===== src/rtl/audio_track_scheduler.sv =====
// audio_track_scheduler
//   Shares one sample memory and one PWM sample input between a looping
//   background-music track and N_REQ one-shot sound effects (index 0 has the
//   highest priority). Each track is read at its own sample rate. One sample
//   byte is presented per tick.
//
//   Ports
//     clk, rst_n          clock and synchronous active-low reset
//     music_en            background track plays whenever no SFX is granted
//     music_base/len/div  music track address, length (samples), clk per sample
//     sfx_req             one-cycle start pulse per requester
//     sfx_base/len/div    flat per-requester slices, snapshotted on request
//     mem_rd, mem_addr    read strobe and address to the sample memory
//     mem_data            read data, valid the cycle after mem_rd
//     sample_out          current sample, held between ticks
//     sample_vld          one-cycle pulse when sample_out updates
//     sfx_done            one-cycle pulse when SFX i publishes its last sample
//     active_src          0 = idle, 1 = music, 2+i = SFX i
//
//   state    | meaning
//   ---------+---------------------------------------------------------
//   ST_IDLE  | nothing playing; no reads issued
//   ST_MUSIC | background track playing from its saved position
//   ST_SFX   | sound effect cur_q playing from offset 0
module audio_track_scheduler #(
   parameter int N_REQ  = 4,
   parameter int ADDR_W = 16,
   parameter int DATA_W = 8,
   parameter int DIV_W  = 32
) (
   input  logic                    clk,
   input  logic                    rst_n,
   input  logic                    music_en,
   input  logic [ADDR_W-1:0]       music_base,
   input  logic [ADDR_W-1:0]       music_len,
   input  logic [DIV_W-1:0]        music_div,
   input  logic [N_REQ-1:0]        sfx_req,
   input  logic [N_REQ*ADDR_W-1:0] sfx_base,
   input  logic [N_REQ*ADDR_W-1:0] sfx_len,
   input  logic [N_REQ*DIV_W-1:0]  sfx_div,
   output logic                    mem_rd,
   output logic [ADDR_W-1:0]       mem_addr,
   input  logic [DATA_W-1:0]       mem_data,
   output logic [DATA_W-1:0]       sample_out,
   output logic                    sample_vld,
   output logic [N_REQ-1:0]        sfx_done,
   output logic [2:0]              active_src
);

   localparam int IDX_W = (N_REQ > 1) ? $clog2(N_REQ) : 1;

   typedef enum logic [1:0] {
      ST_IDLE  = 2'd0,
      ST_MUSIC = 2'd1,
      ST_SFX   = 2'd2
   } state_t;

   function automatic logic [DIV_W-1:0] clamp_div(input logic [DIV_W-1:0] d);
      return (d < DIV_W'(2)) ? DIV_W'(2) : d;
   endfunction

   state_t              state_q,    state_d;
   logic [IDX_W-1:0]    cur_q,      cur_d;
   logic [DIV_W-1:0]    cnt_q,      cnt_d;
   logic [ADDR_W-1:0]   off_q,      off_d;
   logic [ADDR_W-1:0]   mpos_q,     mpos_d;
   logic [ADDR_W-1:0]   act_base_q, act_base_d;
   logic [ADDR_W-1:0]   act_len_q,  act_len_d;
   logic [DIV_W-1:0]    act_div_q,  act_div_d;
   logic [N_REQ-1:0]    pend_q,     pend_d;
   logic [ADDR_W-1:0]   snap_base_q [N_REQ];
   logic [ADDR_W-1:0]   snap_base_d [N_REQ];
   logic [ADDR_W-1:0]   snap_len_q  [N_REQ];
   logic [ADDR_W-1:0]   snap_len_d  [N_REQ];
   logic [DIV_W-1:0]    snap_div_q  [N_REQ];
   logic [DIV_W-1:0]    snap_div_d  [N_REQ];
   logic                rd_q,       rd_d;
   logic                last_q,     last_d;
   logic [IDX_W-1:0]    last_idx_q, last_idx_d;
   logic [DATA_W-1:0]   sample_q,   sample_d;
   logic                vld_q,      vld_d;
   logic [N_REQ-1:0]    done_q,     done_d;
   logic [2:0]          src_q,      src_d;

   logic                tick;
   logic                any_pend;
   logic [IDX_W-1:0]    hp_idx;
   logic [ADDR_W-1:0]   play_off;
   logic                go_sfx, go_music, go_idle, enter;

   assign tick     = (state_q != ST_IDLE) && (cnt_q == act_div_q - DIV_W'(1));
   assign play_off = (state_q == ST_MUSIC) ? mpos_q : off_q;
   assign mem_rd   = tick;
   assign mem_addr = tick ? (act_base_q + play_off) : '0;

   always_comb begin
      any_pend = 1'b0;
      hp_idx   = '0;
      for (int i = N_REQ - 1; i >= 0; i--) begin
         if (pend_q[i]) begin
            any_pend = 1'b1;
            hp_idx   = IDX_W'(i);
         end
      end
   end

   always_comb begin
      go_sfx   = 1'b0;
      go_music = 1'b0;
      go_idle  = 1'b0;
      case (state_q)
         ST_IDLE: begin
            if (any_pend)      go_sfx   = 1'b1;
            else if (music_en) go_music = 1'b1;
         end
         ST_MUSIC: begin
            if (any_pend)       go_sfx  = 1'b1;
            else if (!music_en) go_idle = 1'b1;
         end
         ST_SFX: begin
            // last_q marks the cycle the final sample is being published
            if (last_q) begin
               if (any_pend)      go_sfx   = 1'b1;
               else if (music_en) go_music = 1'b1;
               else               go_idle  = 1'b1;
            end else if (any_pend && (hp_idx <= cur_q)) begin
               // equal index means a re-request: restart from offset 0
               go_sfx = 1'b1;
            end
         end
         default: go_idle = 1'b1;
      endcase
      enter = go_sfx | go_music | go_idle;
   end

   always_comb begin
      state_d     = state_q;
      cur_d       = cur_q;
      cnt_d       = cnt_q;
      off_d       = off_q;
      mpos_d      = mpos_q;
      act_base_d  = act_base_q;
      act_len_d   = act_len_q;
      act_div_d   = act_div_q;
      pend_d      = pend_q;
      snap_base_d = snap_base_q;
      snap_len_d  = snap_len_q;
      snap_div_d  = snap_div_q;
      rd_d        = tick;
      last_idx_d  = cur_q;
      sample_d    = sample_q;
      vld_d       = 1'b0;
      done_d      = '0;
      src_d       = src_q;

      // A read in flight is published even if the track has changed since.
      if (rd_q) begin
         sample_d = mem_data;
         vld_d    = 1'b1;
      end
      if (last_q) done_d[last_idx_q] = 1'b1;

      last_d = tick && (state_q == ST_SFX) && !enter &&
               (off_q == act_len_q - ADDR_W'(1));

      // Music position advances on its own tick even if music is being left,
      // so resuming starts at the first sample not yet read.
      if ((state_q == ST_MUSIC) && tick) begin
         if (({1'b0, mpos_q} + (ADDR_W+1)'(1)) >= {1'b0, act_len_q}) mpos_d = '0;
         else                                                        mpos_d = mpos_q + ADDR_W'(1);
      end

      if (enter) begin
         cnt_d = '0;
         if (go_sfx) begin
            state_d         = ST_SFX;
            cur_d           = hp_idx;
            off_d           = '0;
            act_base_d      = snap_base_q[hp_idx];
            act_len_d       = snap_len_q[hp_idx];
            act_div_d       = snap_div_q[hp_idx];
            pend_d[hp_idx]  = 1'b0;
         end else if (go_music) begin
            state_d    = ST_MUSIC;
            act_base_d = music_base;
            act_len_d  = music_len;
            act_div_d  = clamp_div(music_div);
            if (mpos_q >= music_len) mpos_d = '0;
         end else begin
            state_d = ST_IDLE;
         end
      end else if (state_q != ST_IDLE) begin
         if (tick) begin
            cnt_d = '0;
            if (state_q == ST_SFX) off_d = off_q + ADDR_W'(1);
         end else begin
            cnt_d = cnt_q + DIV_W'(1);
         end
      end

      // Latching after the grant clear keeps a same-cycle request pending.
      for (int i = 0; i < N_REQ; i++) begin
         if (sfx_req[i] && (sfx_len[i*ADDR_W +: ADDR_W] != '0)) begin
            pend_d[i]      = 1'b1;
            snap_base_d[i] = sfx_base[i*ADDR_W +: ADDR_W];
            snap_len_d[i]  = sfx_len[i*ADDR_W +: ADDR_W];
            snap_div_d[i]  = clamp_div(sfx_div[i*DIV_W +: DIV_W]);
         end
      end

      case (state_d)
         ST_MUSIC: src_d = 3'd1;
         ST_SFX:   src_d = 3'(cur_d) + 3'd2;
         default:  src_d = 3'd0;
      endcase
   end

   always_ff @(posedge clk) begin
      if (!rst_n) begin
         state_q     <= ST_IDLE;
         cur_q       <= '0;
         cnt_q       <= '0;
         off_q       <= '0;
         mpos_q      <= '0;
         act_base_q  <= '0;
         act_len_q   <= '0;
         act_div_q   <= DIV_W'(2);
         pend_q      <= '0;
         snap_base_q <= '{default: '0};
         snap_len_q  <= '{default: '0};
         snap_div_q  <= '{default: '0};
         rd_q        <= 1'b0;
         last_q      <= 1'b0;
         last_idx_q  <= '0;
         sample_q    <= '0;
         vld_q       <= 1'b0;
         done_q      <= '0;
         src_q       <= '0;
      end else begin
         state_q     <= state_d;
         cur_q       <= cur_d;
         cnt_q       <= cnt_d;
         off_q       <= off_d;
         mpos_q      <= mpos_d;
         act_base_q  <= act_base_d;
         act_len_q   <= act_len_d;
         act_div_q   <= act_div_d;
         pend_q      <= pend_d;
         snap_base_q <= snap_base_d;
         snap_len_q  <= snap_len_d;
         snap_div_q  <= snap_div_d;
         rd_q        <= rd_d;
         last_q      <= last_d;
         last_idx_q  <= last_idx_d;
         sample_q    <= sample_d;
         vld_q       <= vld_d;
         done_q      <= done_d;
         src_q       <= src_d;
      end
   end

   assign sample_out = sample_q;
   assign sample_vld = vld_q;
   assign sfx_done   = done_q;
   assign active_src = src_q;

endmodule


===== config.mk =====
export PLATFORM = sky130hd
export DESIGN_NAME = audio_track_scheduler
export DESIGN_NICKNAME = d
export VERILOG_FILES = /design/src/rtl/audio_track_scheduler.sv
export SDC_FILE = /design/constraint.sdc
export NUM_CORES = 1
export LEC_CHECK = 0
export BUFFER_PORTS_ARGS = -buffer_cell sky130_fd_sc_hd__buf_2
export CORE_ASPECT_RATIO = 0.6
export CORE_MARGIN = 5
export CORE_UTILIZATION = 61
export CTS_CLUSTER_DIAMETER = 120
export DETAILED_ROUTE_END_ITERATION = 16
export PLACE_DENSITY = 0.86
export SYNTH_ARGS = -nofsm -noshare
export SYNTH_HDL_FRONTEND = slang
export SYNTH_SLANG_ARGS = --single-unit

===== constraint.sdc =====
create_clock -name clk -period 7 [get_ports clk]
set_input_delay 0.35 -clock clk [delete_from_list [all_inputs] [get_ports clk]]
set_output_delay 0.35 -clock clk [all_outputs]
set_load 0.005 [all_outputs]

==> flow_metrics.py <==
metrics = {
    "setup_path": {
        "worstSetupEndpointType": "output pin",
        "worstPathRequired_ns": 6.65,
        "cp-start-kind": "register",
        "crit_fanout": 20,
        "path_class": "register to output pin",
        "slowest_stage": "or4_1",
        "slowest_delay_ns": 1.01,
        "crit_arrival_ns": 4.93,
        "path_cells": "inv_1 > ha_1 > nor4b_1 > nand4_2 > mux2i_1 > o221ai_1 > or4b_4 > nand3b_4 > or4_1 > a2111oi_2 > buf_2",
    },
    "sta": {
        "setup_viol_count_final": 0,
        "period_minus_slack_ns": 5.28,
        "final_hold_viol_count": 0,
        "skew_ns": 0.0142,
        "drv_slew": 0,
        "max_freq_mhz": 189,
        "rsz0062_at_grt": "false",
        "fin_hold_ws_ns": 0.0300,
        "post-route-period-util_pct": 75.4,
        "worstMarginPinSlew_ns": 1.19,
        "relSlewSlack_pct": 20.7,
        "fin_setup_tns_ns": 0,
    },
    "final_layout": {
        "n_fill_cell": 2734,
        "syn_to_final_growth_pct": 15.6,
        "drive_gt1_share_pct": 16.3,
        "nets": 3339,
        "fin_area_sq_mm": 0.0239,
        "multi_input_area_sq_mm": 0.0115,
        "layout.area.seq_sq_mm": 0.00825,
    },
    "route": {
        "wire_per_inst_um": 21.7,
        "wl_um": 74900,
        "drtAntennaViolNets": 0,
        "drt_iter0_markers": 3123,
        "vias": 21800,
        "drc": 0,
        "first_pass_iters": 9,
        "routed_via_density": 6.31,
    },
    "cts": {
        "clock_latency_ns": 0.56,
        "cts_sinks": 412,
        "postCtsHoldBufs": 0,
        "cts_setup_buffers": 0,
        "cts_tree": "done",
        "cts_repair_resize_count": 0,
        "clk_path_buf_depth": 3,
        "clkTransAtPathRegs_ns": 0.07,
        "htreeDepth": 2,
        "numCtsBuffers": 39,
        "root_buffer": "clkbuf_16",
    },
    "floorplan": {
        "core_sq_mm": 0.0336,
        "io_pins": 368,
        "initial_core_util_pct": 61.5,
        "die-height_um": 153,
        "dieArea_sq_mm": 0.0378,
        "fp.dieW_um": 248,
        "row_count": 52,
    },
    "hold_path": {
        "min_path_type": "input port to register",
    },
    "global_routing": {
        "grt_pass1_wl_um": 112000,
        "grt_start_max_net_pins": 117,
        "overflow": 0,
        "grt_util_met2_pct": 51.5,
        "met3_usage_pct": 8.85,
        "antenna_found_initial": 21,
        "grt_pass1_vias": 19700,
        "grt-busiest-layer": "met1",
        "grt_use_total_pct": 37.3,
        "grtUsageMet1_pct": 57.2,
    },
    "logic_synthesis": {
        "ys_ff_latch": 412,
        "ys_types": 78,
        "synth_edf_count": 0,
        "ys_warn_count": 0,
        "postSynthAreaPerCell_sq_um": 7.65,
        "yosysMostFrequentCell": "nand2_1",
        "async_reset_ff_share_pct": 0,
        "synth_common_cells": "627 x nand2_1, 412 x dfxtp_1, 375 x a21oi_1",
        "synth_flop_cell": "dfxtp_1",
        "syn-instance-count": 2701,
        "synthesis.nets": 3093,
        "netlist_area_sq_mm": 0.0206,
        "synth.area.top_cells": "dfxtp_1 40%, nand2_1 11%, a21oi_1 9.1%",
        "synth_seq_area_share_pct": 39.9,
        "yosysTopAreaCell": "dfxtp_1",
        "synth_top_area_share_pct": 39.9,
    },
    "place": {
        "gp_congestion": 1.05,
        "placed_cell_area_sq_mm": 0.0225,
        "dp_hpwl_um": 56300,
        "port_buffers": 367,
    },
    "pwr": {
        "leakagePower_nw": 9.77,
        "irDropWorstVdd_mv": 0.184,
        "powerDensity_mw_per_mm2": 250,
    },
    "job": {
        "max-cap-violations": 0,
    },
    "status": {
        "status": "completed",
    },
}
==> metrics by stage <==
step / setup WS [ns] / utilization [%] / power (W) / std cells
floorplan: 3.42 / - / 0.00333 / 2701
global placement: 2.28 / 67.1 / 0.00372 / 3365
detailed placement: 2.03 / 67.1 / 0.00374 / 3365
CTS: 1.78 / 70.9 / 0.00591 / 3434
global route: 1.48 / 71.1 / 0.00615 / 3451
finish: 1.72 / 71.1 / 0.00596 / 3453
==> path summary, 6_finish.rpt <==
kind,from,end,slack (ns),cells past startpoint
worst max register to register,act_div_q[0],cnt_q[17],1.91,11
worst max-delay path,act_div_q[0],mem_addr[15],1.72,11
worst min register to register,last_idx_q[0],sfx_done[0],0.45,1
worst min-delay path,sfx_base[26],snap_base_q[42],0.03,3
==> routing by layer <==
layer	wire [um]	part of all wire [%]
met1	32400	43
met5	52	0.069
met4	2220	3.0
met3	9710	13
met2	30500	41
==> critical path: cells and delay by family (launching register included) <==
kind	cells	cell delay, ns
simple gates	5	2.72
buf+inv	2	0.28
fa+ha+maj	1	0.25
flops	1	0.36
mux	1	0.25
compound gates	2	0.51
==> cell families (layout without fill, tap and decap cells) <==
kind of cell,after synthesis,in the layout,synth area share (%)
XOR/XNOR,118,118,5.00
multiplexers,31,31,1.51
AO/OA/AOI/OAI,710,710,20.5
other,0,19,0
adder cells (fa/ha/maj),57,57,3.49
AND/OR/NAND/NOR,1136,1136,25.1
buffers and inverters,237,511,4.54
flip-flops,412,412,39.9
==> power breakdown <==
group | total (W) | leakage (nW) | internal [W] | switching [W]
Combinational | 0.00115 | 5.76 | 0.000400 | 0.000750
Clock | 0.00221 | 0.626 | 0.00125 | 0.000954
Sequential | 0.00260 | 3.38 | 0.00247 | 0.000129
==> registers in the layout, summed over array words and instances (netlist names), 8 cells and up <==
signal / flops
snap_div_q: 128
snap_len_q: 64
off_q: 16
cnt_q: 32
mpos_q: 16
act_len_q: 16
act_base_q: 16
snap_base_q: 64
act_div_q: 32
sample_out: 8
==> final cells by class <==
cell class                      instances  area share, %
Multi-Input combinational cell       2052           48.2
Timing Repair Buffer                  385           8.26
Inverter                               57          0.949
Antenna cell                           19          0.199
Clock inverter                         18           1.05
Tap cell                              459           2.41
Sequential cell                       412           34.6
Clock buffer                           51           4.40
==> cells in the final DEF, fill, tap and decap left out, drive strengths merged, types with 41 or more instances in the layout <==
| master | Yosys | layout |
|---|---|---|
| a21oi | 375 | 375 |
| a22oi | 108 | 108 |
| buf | 26 | 385 |
| clkbuf | 154 | 51 |
| dfxtp | 412 | 412 |
| ha | 56 | 56 |
| inv | 56 | 58 |
| nand2 | 627 | 627 |
| nand3 | 43 | 43 |
| nor2 | 184 | 184 |
| nor3 | 41 | 41 |
| nor4 | 73 | 73 |
| o21ai | 92 | 92 |
| xnor2 | 58 | 58 |
| xor2 | 60 | 60 |
No activity file was read; power rests on OpenSTA's default activity.
